File: config.mk
export PLATFORM = sky130hd
export DESIGN_NAME = sram_port_arbiter
export DESIGN_NICKNAME = d
export VERILOG_FILES = /design/src/rtl/sram_arb_pkg.sv /design/src/rtl/rr_arbiter_core.sv /design/src/rtl/sram_port_arbiter.sv
export SDC_FILE = /design/constraint.sdc
export NUM_CORES = 1
export LEC_CHECK = 0
export BUFFER_PORTS_ARGS = -buffer_cell sky130_fd_sc_hd__buf_2
export CORE_AREA = 8 8 397 399
export DETAILED_ROUTE_END_ITERATION = 10
export DIE_AREA = 0 0 405 407
export GPL_TIMING_DRIVEN = 0
export PLACE_DENSITY = 0.36
export SYNTH_ARGS = -nofsm -noshare
export SYNTH_HDL_FRONTEND = slang
export SYNTH_SLANG_ARGS = --single-unit
File: constraint.sdc
create_clock -name clock_i -period 3.3 [get_ports clock_i]
set_input_delay 0.33 -clock clock_i [delete_from_list [all_inputs] [get_ports clock_i]]
set_output_delay 0.33 -clock clock_i [all_outputs]
set_load 0.03 [all_outputs]
File: src/rtl/sram_arb_pkg.sv
// Shared types and helpers for the SRAM port arbiter and its round-robin core.
// Combinational helpers only; no state lives here.
// Upstream backpressure is handled by the modules that import this package.
package sram_arb_pkg;

    localparam int NUM_REQ_DEF    = 4;
    localparam int DEPTH_DEF      = 1024;
    localparam int DATA_WIDTH_DEF = 128;
    localparam int MASK_UNIT_DEF  = 8;
    localparam int ADDR_WIDTH_DEF = 10;
    localparam int MAX_REQ        = 16;

    typedef enum logic [1:0] {
        IDLE   = 2'd0,
        ISSUED = 2'd1,
        HOLD   = 2'd2
    } resp_state_e;

    // One-hot grant: first set bit of req searching from last+1, wrapping at n.
    // The wrap is an explicit compare so n need not be a power of two.
    function automatic logic [MAX_REQ-1:0] rr_next(input logic [MAX_REQ-1:0] req,
                                                   input logic [3:0]         last,
                                                   input int                 n);
        logic [MAX_REQ-1:0] gnt;
        logic               found;
        int                 idx;
        gnt   = '0;
        found = 1'b0;
        for (int k = 1; k <= MAX_REQ; k++) begin
            if (k <= n) begin
                idx = {28'd0, last} + k;
                if (idx >= n) idx = idx - n;
                if (!found && req[idx[3:0]]) begin
                    gnt[idx[3:0]] = 1'b1;
                    found         = 1'b1;
                end
            end
        end
        return gnt;
    endfunction

endpackage

File: src/rtl/rr_arbiter_core.sv
// Round-robin pick over NUM_REQ requests with a registered last-winner pointer.
// Zero latency: grant is combinational from req_i; pointer moves on any grant.
// Callers apply backpressure by masking req_i; a zero request vector grants nobody.
module rr_arbiter_core
    import sram_arb_pkg::*;
#(
    parameter int NUM_REQ = NUM_REQ_DEF,
    localparam int IDX_W  = (NUM_REQ > 1) ? $clog2(NUM_REQ) : 1
) (
    input  logic               clk_i,
    input  logic               rst_n_i,
    input  logic [NUM_REQ-1:0] req_i,
    output logic [NUM_REQ-1:0] gnt_o,
    output logic [IDX_W-1:0]   gnt_idx_o,
    output logic               gnt_vld_o
);

    logic [IDX_W-1:0]   last_q;
    logic [MAX_REQ-1:0] req_ext;
    logic [MAX_REQ-1:0] gnt_ext;

    always_comb begin
        req_ext                = '0;
        req_ext[NUM_REQ-1:0]   = req_i;
        gnt_ext                = rr_next(req_ext, 4'(last_q), NUM_REQ);
        gnt_o                  = gnt_ext[NUM_REQ-1:0];
        gnt_vld_o              = |gnt_ext;
        gnt_idx_o              = '0;
        for (int i = 0; i < MAX_REQ; i++) begin
            if (gnt_ext[i]) gnt_idx_o = IDX_W'(i);
        end
    end

    // Reset to the highest index so requester 0 is first in line.
    always_ff @(posedge clk_i or negedge rst_n_i) begin
        if (!rst_n_i) begin
            last_q <= IDX_W'(NUM_REQ - 1);
        end else if (gnt_vld_o) begin
            last_q <= gnt_idx_o;
        end
    end

endmodule

File: src/rtl/sram_port_arbiter.sv
// Shares one SRAM rw port among NUM_REQ requesters round-robin; SRAM_ARB_WRITE_ACK_EN adds write acks.
// Access issues in the grant cycle; read data returns one cycle later and is held until accepted.
// A pending response whose owner is not ready blocks all new grants until it is taken.
module sram_port_arbiter
    import sram_arb_pkg::*;
#(
    parameter int NUM_REQ    = NUM_REQ_DEF,
    parameter int DEPTH      = DEPTH_DEF,
    parameter int DATA_WIDTH = DATA_WIDTH_DEF,
    parameter int MASK_UNIT  = MASK_UNIT_DEF,
    parameter int ADDR_WIDTH = ADDR_WIDTH_DEF,
    parameter int MASK_WIDTH = (DATA_WIDTH + MASK_UNIT - 1) / MASK_UNIT
) (
    input  logic                          clock_i,
    input  logic                          reset_n_i,
    input  logic [NUM_REQ-1:0]            req_valid_i,
    output logic [NUM_REQ-1:0]            req_ready_o,
    input  logic [NUM_REQ-1:0]            req_write_i,
    input  logic [NUM_REQ*ADDR_WIDTH-1:0] req_addr_i,
    input  logic [NUM_REQ*MASK_WIDTH-1:0] req_mask_i,
    input  logic [NUM_REQ*DATA_WIDTH-1:0] req_data_i,
    output logic [NUM_REQ-1:0]            resp_valid_o,
    input  logic [NUM_REQ-1:0]            resp_ready_i,
    output logic [DATA_WIDTH-1:0]         resp_data_o,
    output logic                          sram_enable_o,
    output logic                          sram_write_o,
    output logic [ADDR_WIDTH-1:0]         sram_addr_o,
    output logic [MASK_WIDTH-1:0]         sram_mask_o,
    output logic [DATA_WIDTH-1:0]         sram_dataIn_o,
    input  logic [DATA_WIDTH-1:0]         sram_dataOut_i
);

    localparam int IDX_W = (NUM_REQ > 1) ? $clog2(NUM_REQ) : 1;

    if (NUM_REQ < 2 || NUM_REQ > MAX_REQ) begin : g_bad_num_req
        $error("sram_port_arbiter: NUM_REQ out of range");
    end
    if (DEPTH > (1 << ADDR_WIDTH)) begin : g_bad_depth
        $error("sram_port_arbiter: DEPTH does not fit in ADDR_WIDTH");
    end

    resp_state_e           state_q;
    logic [IDX_W-1:0]      owner_q;
    logic [DATA_WIDTH-1:0] hold_q;
    logic [NUM_REQ-1:0]    resp_vld_q;

    logic                  pending;
    logic                  owner_rdy;
    logic                  stall;
    logic [NUM_REQ-1:0]    arb_req;
    logic [NUM_REQ-1:0]    gnt;
    logic [IDX_W-1:0]      gnt_idx;
    logic                  gnt_vld;
    logic                  sel_write;
    logic                  resp_fire;
    logic [DATA_WIDTH-1:0] issued_data;

    assign pending   = (state_q != IDLE);
    assign owner_rdy = resp_ready_i[owner_q];
    assign stall     = pending && !owner_rdy;
    // Reset gates requests combinationally so the SRAM enable drops with reset.
    assign arb_req   = (stall || !reset_n_i) ? '0 : req_valid_i;

    rr_arbiter_core #(
        .NUM_REQ (NUM_REQ)
    ) u_rr (
        .clk_i     (clock_i),
        .rst_n_i   (reset_n_i),
        .req_i     (arb_req),
        .gnt_o     (gnt),
        .gnt_idx_o (gnt_idx),
        .gnt_vld_o (gnt_vld)
    );

    assign req_ready_o   = gnt;
    assign sel_write     = req_write_i[gnt_idx];
    assign sram_enable_o = gnt_vld;
    assign sram_write_o  = sel_write;
    assign sram_addr_o   = req_addr_i[int'(gnt_idx) * ADDR_WIDTH +: ADDR_WIDTH];
    assign sram_mask_o   = req_mask_i[int'(gnt_idx) * MASK_WIDTH +: MASK_WIDTH];
    assign sram_dataIn_o = req_data_i[int'(gnt_idx) * DATA_WIDTH +: DATA_WIDTH];

`ifdef SRAM_ARB_WRITE_ACK_EN
    logic wr_ack_q;
    assign resp_fire   = gnt_vld;
    assign issued_data = wr_ack_q ? '0 : sram_dataOut_i;
`else
    assign resp_fire   = gnt_vld && !sel_write;
    assign issued_data = sram_dataOut_i;
`endif

    assign resp_valid_o = resp_vld_q;
    assign resp_data_o  = (state_q == HOLD) ? hold_q : issued_data;

    // Response tracker: an accepted (or absent) response frees the slot for this cycle's grant.
    always_ff @(posedge clock_i or negedge reset_n_i) begin
        if (!reset_n_i) begin
            state_q    <= IDLE;
            owner_q    <= '0;
            hold_q     <= '0;
            resp_vld_q <= '0;
`ifdef SRAM_ARB_WRITE_ACK_EN
            wr_ack_q   <= 1'b0;
`endif
        end else if (!stall) begin
            if (resp_fire) begin
                state_q    <= ISSUED;
                owner_q    <= gnt_idx;
                resp_vld_q <= gnt;
`ifdef SRAM_ARB_WRITE_ACK_EN
                wr_ack_q   <= sel_write;
`endif
            end else begin
                state_q    <= IDLE;
                resp_vld_q <= '0;
            end
        end else if (state_q == ISSUED) begin
            state_q <= HOLD;
            hold_q  <= issued_data;
        end
    end

endmodule
==> results of run 1 <==
## metrics by stage
stage	utilization (%)	instances	cell area, sq um	hold slack [ns]
final	17.0	4572	25700	0.108
after global routing	17.0	4559	25700	0.0911
after CTS	16.2	4536	24500	0.0712
after detailed placement	14.5	4478	21900	0.312
after global placement	14.4	4477	21800	0.464
after floorplan	-	1398	14000	0.0344
## timing repair
item | in CTS | in global routing
resized for setup | 461 | 293
gates cloned | 3 | 6
endpoints found under the setup margin | 298 | 350
hold buffers | 2 | 0
setup buffers | 21 | 11
pin swaps | 22 | 50
hold endpoints to repair | 51 | 0
## worst min-delay path by stage
stage / from / end / slack [ns] / depth (start not counted)
after global routing: sram_dataOut_i[68] / hold_q[68]$_DFFE_PN0P_ / 0.09 / 2
after floorplan: reset_n_i / hold_q[0]$_DFFE_PN0P_ / 0.03 / 0
after detailed placement: reset_n_i / hold_q[59]$_DFFE_PN0P_ / 0.31 / 1
after global placement: resp_valid_o[3]$_DFFE_PN0N_ / resp_valid_o[3]$_DFFE_PN0N_ / 0.46 / 2
after CTS: sram_dataOut_i[122] / hold_q[122]$_DFFE_PN0P_ / 0.07 / 2
final: sram_dataOut_i[122] / hold_q[122]$_DFFE_PN0P_ / 0.11 / 2
## state kept, by name, indices dropped and copies added, names as in the netlist
signal and count:
state_q 2, owner_q 2, u_rr.last_q 2, hold_q 128
resp_valid_o 4
## logic make-up after synthesis
logic type,count (synthesis)
simple gates,495
compound gates,347
mux,269
buf+inv,141
flops,138
fa+ha+maj,8
## cells in the mapped netlist (8+ instances only)
| cell | n | area [sq um] |
|---|---|---|
| sky130_fd_sc_hd__and2_1 | 154 | 963 |
| sky130_fd_sc_hd__buf_4 | 9 | 67.6 |
| sky130_fd_sc_hd__ha_1 | 8 | 100 |
| sky130_fd_sc_hd__clkbuf_1 | 83 | 312 |
| sky130_fd_sc_hd__inv_1 | 9 | 33.8 |
| sky130_fd_sc_hd__buf_6 | 11 | 124 |
| sky130_fd_sc_hd__a211oi_1 | 155 | 1160 |
| sky130_fd_sc_hd__a31oi_1 | 155 | 970 |
| sky130_fd_sc_hd__buf_2 | 26 | 130 |
| sky130_fd_sc_hd__mux2_2 | 260 | 2930 |
| sky130_fd_sc_hd__nand2_1 | 313 | 1170 |
| sky130_fd_sc_hd__dfrtp_1 | 136 | 3400 |
| sky130_fd_sc_hd__a21oi_1 | 8 | 40.0 |
## cell type report
class                   instances  share of cell area [%]
plain buffers                 130                    5.66
diodes                         22                   0.214
multi-input cells            1119                    41.8
flip-flops and latches        138                    13.4
clock buffers                  21                    1.79
well taps                    2030                    9.87
clock inverters                11                   0.379
repair buffers               1092                    26.7
inverters                       9                   0.175
## layer usage
metal  GRT usage [%]  vias to the layer above
li1                -                     7314
met1            15.8                     7958
met2            25.7                      826
met3            4.08                      138
met4            3.99                       24
met5               0                        -
==> qor.yml, run 1 <==
status:
  result_of_the_run: "complete, but fails checks"
  failed_checks: "negative setup slack"
worst_setup_path:
  r2r_start: "owner_q[1]$_DFFE_PN0P_"
  worstPathCellList: "buf_8 > inv_8 > ha_4 > a21bo_4 > a2bb2oi_4 > o21a_4 > and3_4 > or3_4 > a21oi_4 > buf_12 > buf_16 > buf_16 > a211oi_4 > a31oi_4 > buf_12"
  reg2reg_slack_ns: 0.05
  critical_path_buffers_and_inverters: 6
  end_kind: "output port"
  critPathRequiredTime_ns: 2.97
  critical_path.startpoint: "u_rr.last_q[0]$_DFFE_PN1N_"
  critical_path.startpoint_type: "register"
  cpMaxStageDelayCell: "sky130_fd_sc_hd__dfstp_2"
  critical_path_cell_count: 15
  r2r.worst_path.cells: 7
  slowest_delay_ns: 0.56
  criticalPathCategory: "reg2out"
  data_arrival_at_the_endpoint_of_the_critical_path_ns: 3.87
  critical_path.endpoint: "sram_dataIn_o[121]"
  critPathTopFamily: "compound AO/OA/AOI/OAI gates"
  critical_path.max_fanout: 8
  reg2reg_to: "hold_q[118]$_DFFE_PN0P_"
flow_run:
  max-cap-violations: 0
final_layout:
  layout.cells.most_common: "sky130_fd_sc_hd__buf_2"
  mostFrequentLayoutCells: "905 x sky130_fd_sc_hd__buf_2, 309 x sky130_fd_sc_hd__nand2_1, 259 x sky130_fd_sc_hd__mux2_2, 152 x sky130_fd_sc_hd__and2_1, 146 x sky130_fd_sc_hd__buf_6"
  areaGrowthSynthToFinish_pct: 114
  sequential_cell_area_sq_um: 3460
  fill_cells: 17300
  multi_input_area_sq_um: 10800
  final_nets: 3273
  drive_gt1_share_pct: 71.3
clocking:
  clock_tree.buffer_depth: 2
  clock_insertion_delay_worst_skew_ns: 0.46
  tritoncts_clock_tree: "done"
  numCtsBuffers: 17
  clk_root_buffer_cell: "sky130_fd_sc_hd__clkbuf_16"
  clk_pin_slew_worst_paths_ns: 0.08
  cts_htree_levels: 4
  clock_sink_count: 138
synth:
  synth_edf_count: 0
  ys_seq_elements: 138
  synth_xor_xnor_area_share_pct: 0
  synth_nets: 2164
  synth_ff_type: "sky130_fd_sc_hd__dfrtp_1"
  syn-instance-count: 1398
  adder_cell_share_of_the_synthesized_area_pct: 0.833
  synth_top_family_by_area: "multiplexers"
  complex_gate_fraction_of_the_synthesized_area_pct: 20.2
  synthesis.area_sq_um: 12000
  synth_mux_area_share_pct: 25.3
  synth-async-reset-ratio_pct: 100
  synthSimpleGateAreaFrac_pct: 19.3
  mapped_avg_cell_area_sq_um: 8.59
  synth_cell_types: 50
  ys_seq_area_share_pct: 28.8
  yosysWarningCount: 0
timing:
  timing_worst_slew_pin_value_ns: 0.971
  finalHoldViolations: 0
  timing.max_slew.rel_slack_pct: 35.3
  timing.final.crit_share_pct: 127
  setup_repair_after_global_routing_missed_its_margin: "true"
  timing.final.setup_violations: 195
  worst_clock_skew_ns: 0.0212
  fin_tns_setup_ns: -129.25
  slew_violations: 0
  crit_path_setup_slack_layout_ns: -0.900
  min_period_ns: 4.20
  max_freq_ghz: 0.238
detailed_routing:
  met3WireLength_mm: 10.0
  routed.top_layer: "met5"
  wirelength_met1_mm: 46.9
  drtPass1Iterations: 6
  wl_per_cell_um: 27.4
  drt_first_iter_violations: 864
  final_antenna_net_count: 0
  met2_wirelength_mm: 64.1
  routed-via-count: 16300
  detail_route.vias_per_cell: 3.56
  wl_final_mm: 125
  drcViolationCount: 0
grt:
  grt-ovfl-total: 0
  grt_max_degree: 86
  grt_pass1_wl_mm: 159
  antenna_found_initial: 53
  groute.usage.overall_pct: 14.0
  first_global_vias: 17200
die:
  floorplan.die.height_um: 407
  initial_utilization_pct: 7.95
  design.core.area_sq_um: 151000
  dieWidth_um: 405
  row_count: 143
  number_of_primary_i_o_pins: 1050
  area_enclosed_by_the_die_boundary_sq_um: 165000
placement:
  pre_cts_slack_ns: -1.87
  portBuffers: 1049
  globalplace.congestion: 0.933
  dp_hpwl_mm: 108
worst_hold_path:
  min_delay_path_class: "in2reg"
Power of run 1 is not shown: default switching activity piles up to over one toggle a cycle in this logic, so the estimate is an artifact.
==> run 2: changes to the inputs <==
--- a/config.mk
+++ b/config.mk
@@ -10,7 +10,7 @@
 export DETAILED_ROUTE_END_ITERATION = 10
 export DIE_AREA = 0 0 405 407
 export GPL_TIMING_DRIVEN = 0
-export PLACE_DENSITY = 0.36
+export PLACE_DENSITY = 0.37
 export SYNTH_ARGS = -nofsm -noshare
 export SYNTH_HDL_FRONTEND = slang
 export SYNTH_SLANG_ARGS = --single-unit
==> run 2 against run 1 <==
  * The flow still finishes with violations (negative setup slack)
  * Global-route usage down 0.43 points
  * Hold slack lost 0.011 ns
  * First-iteration DRC count fell by 1.6%
  * Sequential share of layout area is 0.084 points lower
  * Non-clock buffer count up 39
  * Register-to-register slack got worse by 0.11 ns
==> qor.yml, run 2 (synthesis results as in run 1) <==
status:
  result_of_the_run: "complete, but fails checks"  # unchanged
  failed_checks: "negative setup slack"  # unchanged
final_layout:
  largest_reg_flops: 128  # unchanged
  mostFrequentLayoutCells: "922 x sky130_fd_sc_hd__buf_2, 312 x sky130_fd_sc_hd__nand2_1, 259 x sky130_fd_sc_hd__mux2_2, 151 x sky130_fd_sc_hd__and2_1, 136 x sky130_fd_sc_hd__dfrtp_1"  # was 905 x sky130_fd_sc_hd__buf_2, 309 x sky130_fd_sc_hd__nand2_1, 259 x sky130_fd_sc_hd__mux2_2, 152 x sky130_fd_sc_hd__and2_1, 146 x sky130_fd_sc_hd__buf_6
  drive_gt1_share_pct: 71.8  # was 71.3%
  multi_input_area_sq_um: 10700  # was 10800 sq um
  final_nets: 3312  # was 3273
  fill_cells: 17200  # was 17300
  sequential_cell_area_sq_um: 3460  # unchanged
  areaGrowthSynthToFinish_pct: 115  # was 114%
  layout.cells.most_common: "sky130_fd_sc_hd__buf_2"  # unchanged
  max_flop_register: "hold_q"  # unchanged
  final-instance-count-excl-fill: 4606  # was 4572
timing:
  timing.final.setup_violations: 160  # was 195
  timing_worst_slew_pin_value_ns: 0.862  # was 0.971 ns
  crit_path_setup_slack_layout_ns: -1.12  # was -0.900 ns
  min_period_ns: 4.42  # was 4.20 ns
  worst_clock_skew_ns: 0.0109  # was 0.0212 ns
  slew_violations: 0  # unchanged
  setup_repair_after_global_routing_missed_its_margin: "true"  # unchanged
  max_freq_ghz: 0.226  # was 0.238 GHz
  timing.max_slew.rel_slack_pct: 42.5  # was 35.3%
  finalHoldViolations: 0  # unchanged
  timing.final.crit_share_pct: 134  # was 127%
die:
  number_of_primary_i_o_pins: 1050  # unchanged
  design.core.area_sq_um: 151000  # unchanged
  dieWidth_um: 405  # unchanged
  initial_utilization_pct: 7.95  # unchanged
  floorplan.die.height_um: 407  # unchanged
  row_count: 143  # unchanged
  area_enclosed_by_the_die_boundary_sq_um: 165000  # unchanged
clocking:
  tritoncts_clock_tree: "done"  # unchanged
  clk_root_buffer_cell: "sky130_fd_sc_hd__clkbuf_16"  # unchanged
  numCtsBuffers: 17  # unchanged
  clock_tree.buffer_depth: 2  # unchanged
  clock_sink_count: 138  # unchanged
  cts_htree_levels: 4  # unchanged
  clk_pin_slew_worst_paths_ns: 0.07  # was 0.08 ns
  clock_insertion_delay_worst_skew_ns: 0.47  # was 0.46 ns
placement:
  dp_hpwl_mm: 104  # was 108 mm
  portBuffers: 1049  # unchanged
  globalplace.congestion: 0.909  # was 0.933
  dp.cells: 4478  # unchanged
worst_setup_path:
  worstPathCellList: "buf_8 > inv_6 > ha_1 > a21bo_4 > a2bb2oi_4 > o21a_4 > buf_6 > a22o_1 > a21oi_4 > a21oi_4 > buf_12 > buf_16 > buf_12 > a211oi_4 > a31oi_2 > buf_6"  # was buf_8 > inv_8 > ha_4 > a21bo_4 > a2bb2oi_4 > o21a_4 > and3_4 > or3_4 > a21oi_4 > buf_12 > buf_16 > buf_16 > a211oi_4 > a31oi_4 > buf_12
  critPathRequiredTime_ns: 2.97  # about the same
  critical_path.max_fanout: 8  # unchanged
  cpMaxStageDelayCell: "sky130_fd_sc_hd__a211oi_4"  # was sky130_fd_sc_hd__dfstp_2
  slowest_delay_ns: 0.62  # was 0.56 ns
  end_kind: "output port"  # unchanged
  data_arrival_at_the_endpoint_of_the_critical_path_ns: 4.09  # was 3.87 ns
  r2r.worst_path.cells: 15  # was 7
  criticalPathCategory: "reg2out"  # unchanged
  critical_path.startpoint_type: "register"  # unchanged
flow_run:
  max-cap-violations: 0  # unchanged
grt:
  grt_max_degree: 87  # was 86
  first_global_vias: 17400  # was 17200
  grt_pass1_wl_mm: 155  # was 159 mm
  grt-ovfl-total: 0  # unchanged
  groute.usage.overall_pct: 13.6  # was 14.0%
  antenna_found_initial: 48  # was 53
detailed_routing:
  wl_per_cell_um: 26.3  # was 27.4 um
  drcViolationCount: 0  # unchanged
  drtPass1Iterations: 5  # was 6
  drt_first_iter_violations: 850  # was 864
  detail_route.vias_per_cell: 3.60  # was 3.56
  final_antenna_net_count: 0  # unchanged
  wl_final_mm: 121  # was 125 mm
  routed-via-count: 16600  # was 16300
worst_hold_path:
  worst_hold_path.num_cells: 2  # unchanged
  min_delay_path_class: "in2reg"  # unchanged
-- run 2: cell count changes in the layout (fill, tap and decap cells not counted), sizes merged --
cell,before,now
buf,1160,1184
clkbuf,82,95
clkinv,6,4
clkinvlp,5,2
diode,22,17
inv,8,15
-- run 2: layout make-up --
| cell class | count | area share (%) |
|---|---|---|
| clock inverters | 13 | 0.498 |
| plain buffers | 129 | 5.33 |
| well taps | 2030 | 9.81 |
| clock buffers | 19 | 1.75 |
| inverters | 9 | 0.164 |
| flip-flops and latches | 138 | 13.3 |
| repair buffers | 1132 | 27.5 |
| diodes | 17 | 0.164 |
| multi-input cells | 1119 | 41.4 |
-- run 2: repair_timing --
item,in CTS,in global routing
endpoints found under the hold margin,50,0
endpoints found under the setup margin,263,269
cloned,7,4
hold buffers,2,0
buffers inserted,44,28
resized for setup,536,150
pin swaps,41,16
-- run 2: worst paths after layout --
path                                        startpoint                           to  slack, ns
max reg2reg                 u_rr.last_q[0]$_DFFE_PN1N_       owner_q[0]$_DFFE_PN0P_      -0.06
min                                 sram_dataOut_i[51]       hold_q[51]$_DFFE_PN0P_        0.1
max                         u_rr.last_q[0]$_DFFE_PN1N_            sram_dataIn_o[79]      -1.12
min reg2reg                resp_valid_o[3]$_DFFE_PN0N_  resp_valid_o[3]$_DFFE_PN0N_       0.49
min in group asynchronous                    reset_n_i   u_rr.last_q[1]$_DFFE_PN1N_       0.78
max in group asynchronous                    reset_n_i       hold_q[31]$_DFFE_PN0P_       2.00
-- run 2: metrics by stage --
step	setup slack [ns]	cell area [sq um]	setup TNS (ns)	util [%]	hold slack [ns]
after CTS	-1.21	25300	-174.61	16.7	0.0570
final	-1.12	25900	-152.86	17.1	0.0974
after global placement	-4.58	21800	-706.74	14.4	0.463
after floorplan	-0.210	14000	-15.14	-	0.0344
after global routing	-1.23	25900	-177.94	17.1	0.0744
after detailed placement	-2.22	21900	-255.02	14.5	0.303
-- run 2: routing by layer --
layer  vias to the layer above  GRT usage [%]  part of all wire (%)
li1                       7377              -                     -
met3                       156           4.99                   9.4
met4                        18           3.47                   2.9
met2                       903           23.4                    48
met5                         -              0                 0.089
met1                      8105           16.1                    40
-- run 2: critical path, delay by kind of cell, from the launching register on --
family | cells | cell delay [ns]
AOI/OAI and AO/OA | 8 | 1.80
buffers and inverters | 7 | 0.93
DFF | 1 | 0.56
adders and majority gates | 1 | 0.29
Power of run 2 is left out for the same reason.
==> run 3: changes to the inputs <==
--- a/config.mk
+++ b/config.mk
@@ -7,10 +7,12 @@
 export LEC_CHECK = 0
 export BUFFER_PORTS_ARGS = -buffer_cell sky130_fd_sc_hd__buf_2
 export CORE_AREA = 8 8 397 399
+export CTS_CLUSTER_DIAMETER = 100
 export DETAILED_ROUTE_END_ITERATION = 10
 export DIE_AREA = 0 0 405 407
 export GPL_TIMING_DRIVEN = 0
 export PLACE_DENSITY = 0.37
+export RECOVER_POWER = 25
 export SYNTH_ARGS = -nofsm -noshare
 export SYNTH_HDL_FRONTEND = slang
 export SYNTH_SLANG_ARGS = --single-unit
==> constraint.sdc (replaced) <==
create_clock -name clock_i -period 3.55 [get_ports clock_i]
set_input_delay 0.355 -clock clock_i [delete_from_list [all_inputs] [get_ports clock_i]]
set_output_delay 0.355 -clock clock_i [all_outputs]
set_load 0.03 [all_outputs]
==> run 3 against run 2 <==
  * Final area shrank 1.1%
  * Via count up 2.9%
  * Clock skew grew 0.0090 ns
  * Sequential cell count stayed put
  * Utilization is 0.19 points lower
  * Critical endpoint is now sram_dataIn_o[39]
  * Critical path type unchanged
  * Sequential share of layout area increased by 0.15 points
  * The flow finishes with violations (max-capacitance violations, max-slew violations, negative setup slack)
  * Global-route usage up 4.0 points
  * Cell count hardly changed
  * Clock-buffer cell count fell by 1
  * Wire length grew 28%
==> qor.yml, run 3 (synthesis results as in run 1) <==
worst_setup_path:
  reg2reg_to: "hold_q[23]$_DFFE_PN0P_"  # was owner_q[0]$_DFFE_PN0P_
  r2r.worst_path.cells: 7  # was 15
  reg2reg_slack_ns: 0.11  # was -0.06 ns
  data_arrival_at_the_endpoint_of_the_critical_path_ns: 3.90  # was 4.09 ns
  critical_path.startpoint_type: "register"  # unchanged
  critical_path.startpoint: "u_rr.last_q[1]$_DFFE_PN1N_"  # was u_rr.last_q[0]$_DFFE_PN1N_
  critPathRequiredTime_ns: 3.19  # was 2.97 ns
  critical_path.max_fanout: 7  # was 8
  r2r_start: "owner_q[1]$_DFFE_PN0P_"  # was u_rr.last_q[0]$_DFFE_PN1N_
  critical_path_cell_count: 14  # was 16
  critPathTopFamily: "compound AO/OA/AOI/OAI gates"  # unchanged
  cpMaxStageDelayCell: "sky130_fd_sc_hd__dfstp_2"  # was sky130_fd_sc_hd__a211oi_4
  end_kind: "output port"  # unchanged
  slowest_delay_ns: 0.56  # was 0.62 ns
  critical_path_buffers_and_inverters: 5  # was 7
  worstPathCellList: "clkinvlp_4 > ha_4 > a21bo_4 > a2bb2oi_4 > o21a_4 > and3_4 > or3_4 > a21oi_4 > buf_12 > buf_16 > buf_16 > a211oi_4 > a31oi_4 > buf_12"  # was buf_8 > inv_6 > ha_1 > a21bo_4 > a2bb2oi_4 > o21a_4 > buf_6 > a22o_1 > a21oi_4 > a21oi_4 > buf_12 > buf_16 > buf_12 > a211oi_4 > a31oi_2 > buf_6
  criticalPathCategory: "reg2out"  # unchanged
grt:
  grt-ovfl-total: 0  # unchanged
  groute.usage.overall_pct: 17.6  # was 13.6%
  grt_max_degree: 83  # was 87
  antenna_found_initial: 128  # was 48
  first_global_vias: 17400  # about the same
  grt_pass1_wl_mm: 190  # was 155 mm
die:
  row_count: 143  # unchanged
  number_of_primary_i_o_pins: 1050  # unchanged
  area_enclosed_by_the_die_boundary_sq_um: 165000  # unchanged
  dieWidth_um: 405  # unchanged
  design.core.area_sq_um: 151000  # unchanged
  initial_utilization_pct: 7.95  # unchanged
  floorplan.die.height_um: 407  # unchanged
timing:
  timing.final.setup_violations: 190  # was 160
  timing_worst_slew_pin_value_ns: 2.44  # was 0.862 ns
  max_freq_ghz: 0.235
  finalHoldViolations: 0  # unchanged
  timing.final.crit_share_pct: 120
  slew_violations: 83  # was 0
  min_period_ns: 4.26
  worst_clock_skew_ns: 0.0199  # was 0.0109 ns
  crit_path_setup_slack_layout_ns: -0.707  # was -1.12 ns
  timing.max_slew.rel_slack_pct: -63.0  # was 42.5%
  setup_repair_after_global_routing_missed_its_margin: "true"  # unchanged
worst_hold_path:
  hp-start: "sram_dataOut_i[83]"  # was sram_dataOut_i[51]
  min_delay_path_class: "in2reg"  # unchanged
  worst_hold_path.num_cells: 2  # unchanged
  worst_hold_path.endpoint: "hold_q[83]$_DFFE_PN0P_"  # was hold_q[51]$_DFFE_PN0P_
final_layout:
  layout.cells.most_common: "sky130_fd_sc_hd__buf_2"  # unchanged
  max_flop_register: "hold_q"  # unchanged
  finish.instance_area_sq_um: 25600  # was 25900 sq um
  largest_reg_flops: 128  # unchanged
  mostFrequentLayoutCells: "910 x sky130_fd_sc_hd__buf_2, 290 x sky130_fd_sc_hd__nand2_1, 259 x sky130_fd_sc_hd__mux2_2, 144 x sky130_fd_sc_hd__buf_6, 136 x sky130_fd_sc_hd__dfrtp_1"  # was 922 x sky130_fd_sc_hd__buf_2, 312 x sky130_fd_sc_hd__nand2_1, 259 x sky130_fd_sc_hd__mux2_2, 151 x sky130_fd_sc_hd__and2_1, 136 x sky130_fd_sc_hd__dfrtp_1
  areaGrowthSynthToFinish_pct: 113  # was 115%
  final_nets: 3303  # was 3312
  drive_gt1_share_pct: 71.5  # was 71.8%
clocking:
  clk_root_buffer_cell: "sky130_fd_sc_hd__clkbuf_16"  # unchanged
  clk_pin_slew_worst_paths_ns: 0.07  # about the same
  clock_tree.buffer_depth: 2  # unchanged
  clock_insertion_delay_worst_skew_ns: 0.48  # was 0.47 ns
  clock_sink_count: 138  # unchanged
  numCtsBuffers: 17  # unchanged
  tritoncts_clock_tree: "done"  # unchanged
  cts_htree_levels: 4  # unchanged
status:
  failed_checks: "max-capacitance violations, max-slew violations, negative setup slack"  # was negative setup slack
  result_of_the_run: "complete, but fails checks"  # unchanged
flow_run:
  max-cap-violations: 1  # was 0
detailed_routing:
  detail_route.vias_per_cell: 3.70  # was 3.60
  wl_per_cell_um: 33.6  # was 26.3 um
  routed-via-count: 17000  # was 16600
  drt_first_iter_violations: 1116  # was 850
  drtPass1Iterations: 5  # unchanged
  wl_final_mm: 155  # was 121 mm
  final_antenna_net_count: 0  # unchanged
  drcViolationCount: 0  # unchanged
placement:
  dp_hpwl_mm: 131  # was 104 mm
  post_dp_cell_area_sq_um: 20800  # was 21900 sq um
  globalplace.congestion: 0.960  # was 0.909
  portBuffers: 1049  # unchanged
## run 3: what timing repair did
item                                    in CTS  in global routing
pin swaps                                   34                 49
setup buffers                               35                 14
hold buffers                                 5                  0
gates cloned                                14                  7
hold endpoints to repair                    54                  0
resized for setup                          571                300
endpoints found under the setup margin     313                317
## run 3: how the worst max path moves through the flow
stage / slack [ns] / end
floorplan: -0.003 / sram_dataIn_o[20]
global route: -0.82 / sram_dataIn_o[110]
CTS: -0.84 / sram_dataIn_o[92]
finish: -0.71 / sram_dataIn_o[39]
global placement: -5.67 / sram_dataIn_o[85]
detailed placement: -2.42 / sram_dataIn_o[12]
## run 3: per-layer routing
metal	global-route usage [%]	wire length (um)	up-vias
met1	20.4	60100	8475
met2	32.0	79400	883
met3	5.00	11400	253
li1	-	-	7404
met4	3.70	3740	30
met5	0	191	-
## run 3: worst reg2reg max path, stage by stage, from the launching register on
cell,delay [ns]
sky130_fd_sc_hd__dfrtp_1,0.40
sky130_fd_sc_hd__mux2_2,0.40
sky130_fd_sc_hd__mux2i_1,0.23
sky130_fd_sc_hd__nand2_1,0.08
sky130_fd_sc_hd__nor2_1,0.16
sky130_fd_sc_hd__clkbuf_1,0.84
sky130_fd_sc_hd__clkbuf_1,0.79
sky130_fd_sc_hd__mux2_2,0.42
## run 3: area by class of cell
cell class	instances	area (sq um)
antenna	28	70.1
fill	17300	126000
inverter	9	37.5
timing repair buffer	1122	7230
clock inverter	14	161
buffer	130	1570
tap	2030	2540
clock buffer	18	439
multi-input combinational	1119	10100
sequential	138	3460
## run 3: through the flow
step	util, %	std cells	setup WS (ns)	hold WS, ns	setup TNS [ns]
after floorplan	-	1398	-0.00333	0.0594	-0.0133
after global placement	13.8	4477	-5.67	0.463	-839.67
after detailed placement	13.8	4478	-2.42	0.322	-301.74
after CTS	16.1	4564	-0.840	0.0479	-150.33
after global routing	16.9	4589	-0.824	0.0852	-149.17
final	16.9	4608	-0.707	0.115	-95.16
Power of run 3 is left out for the same reason.
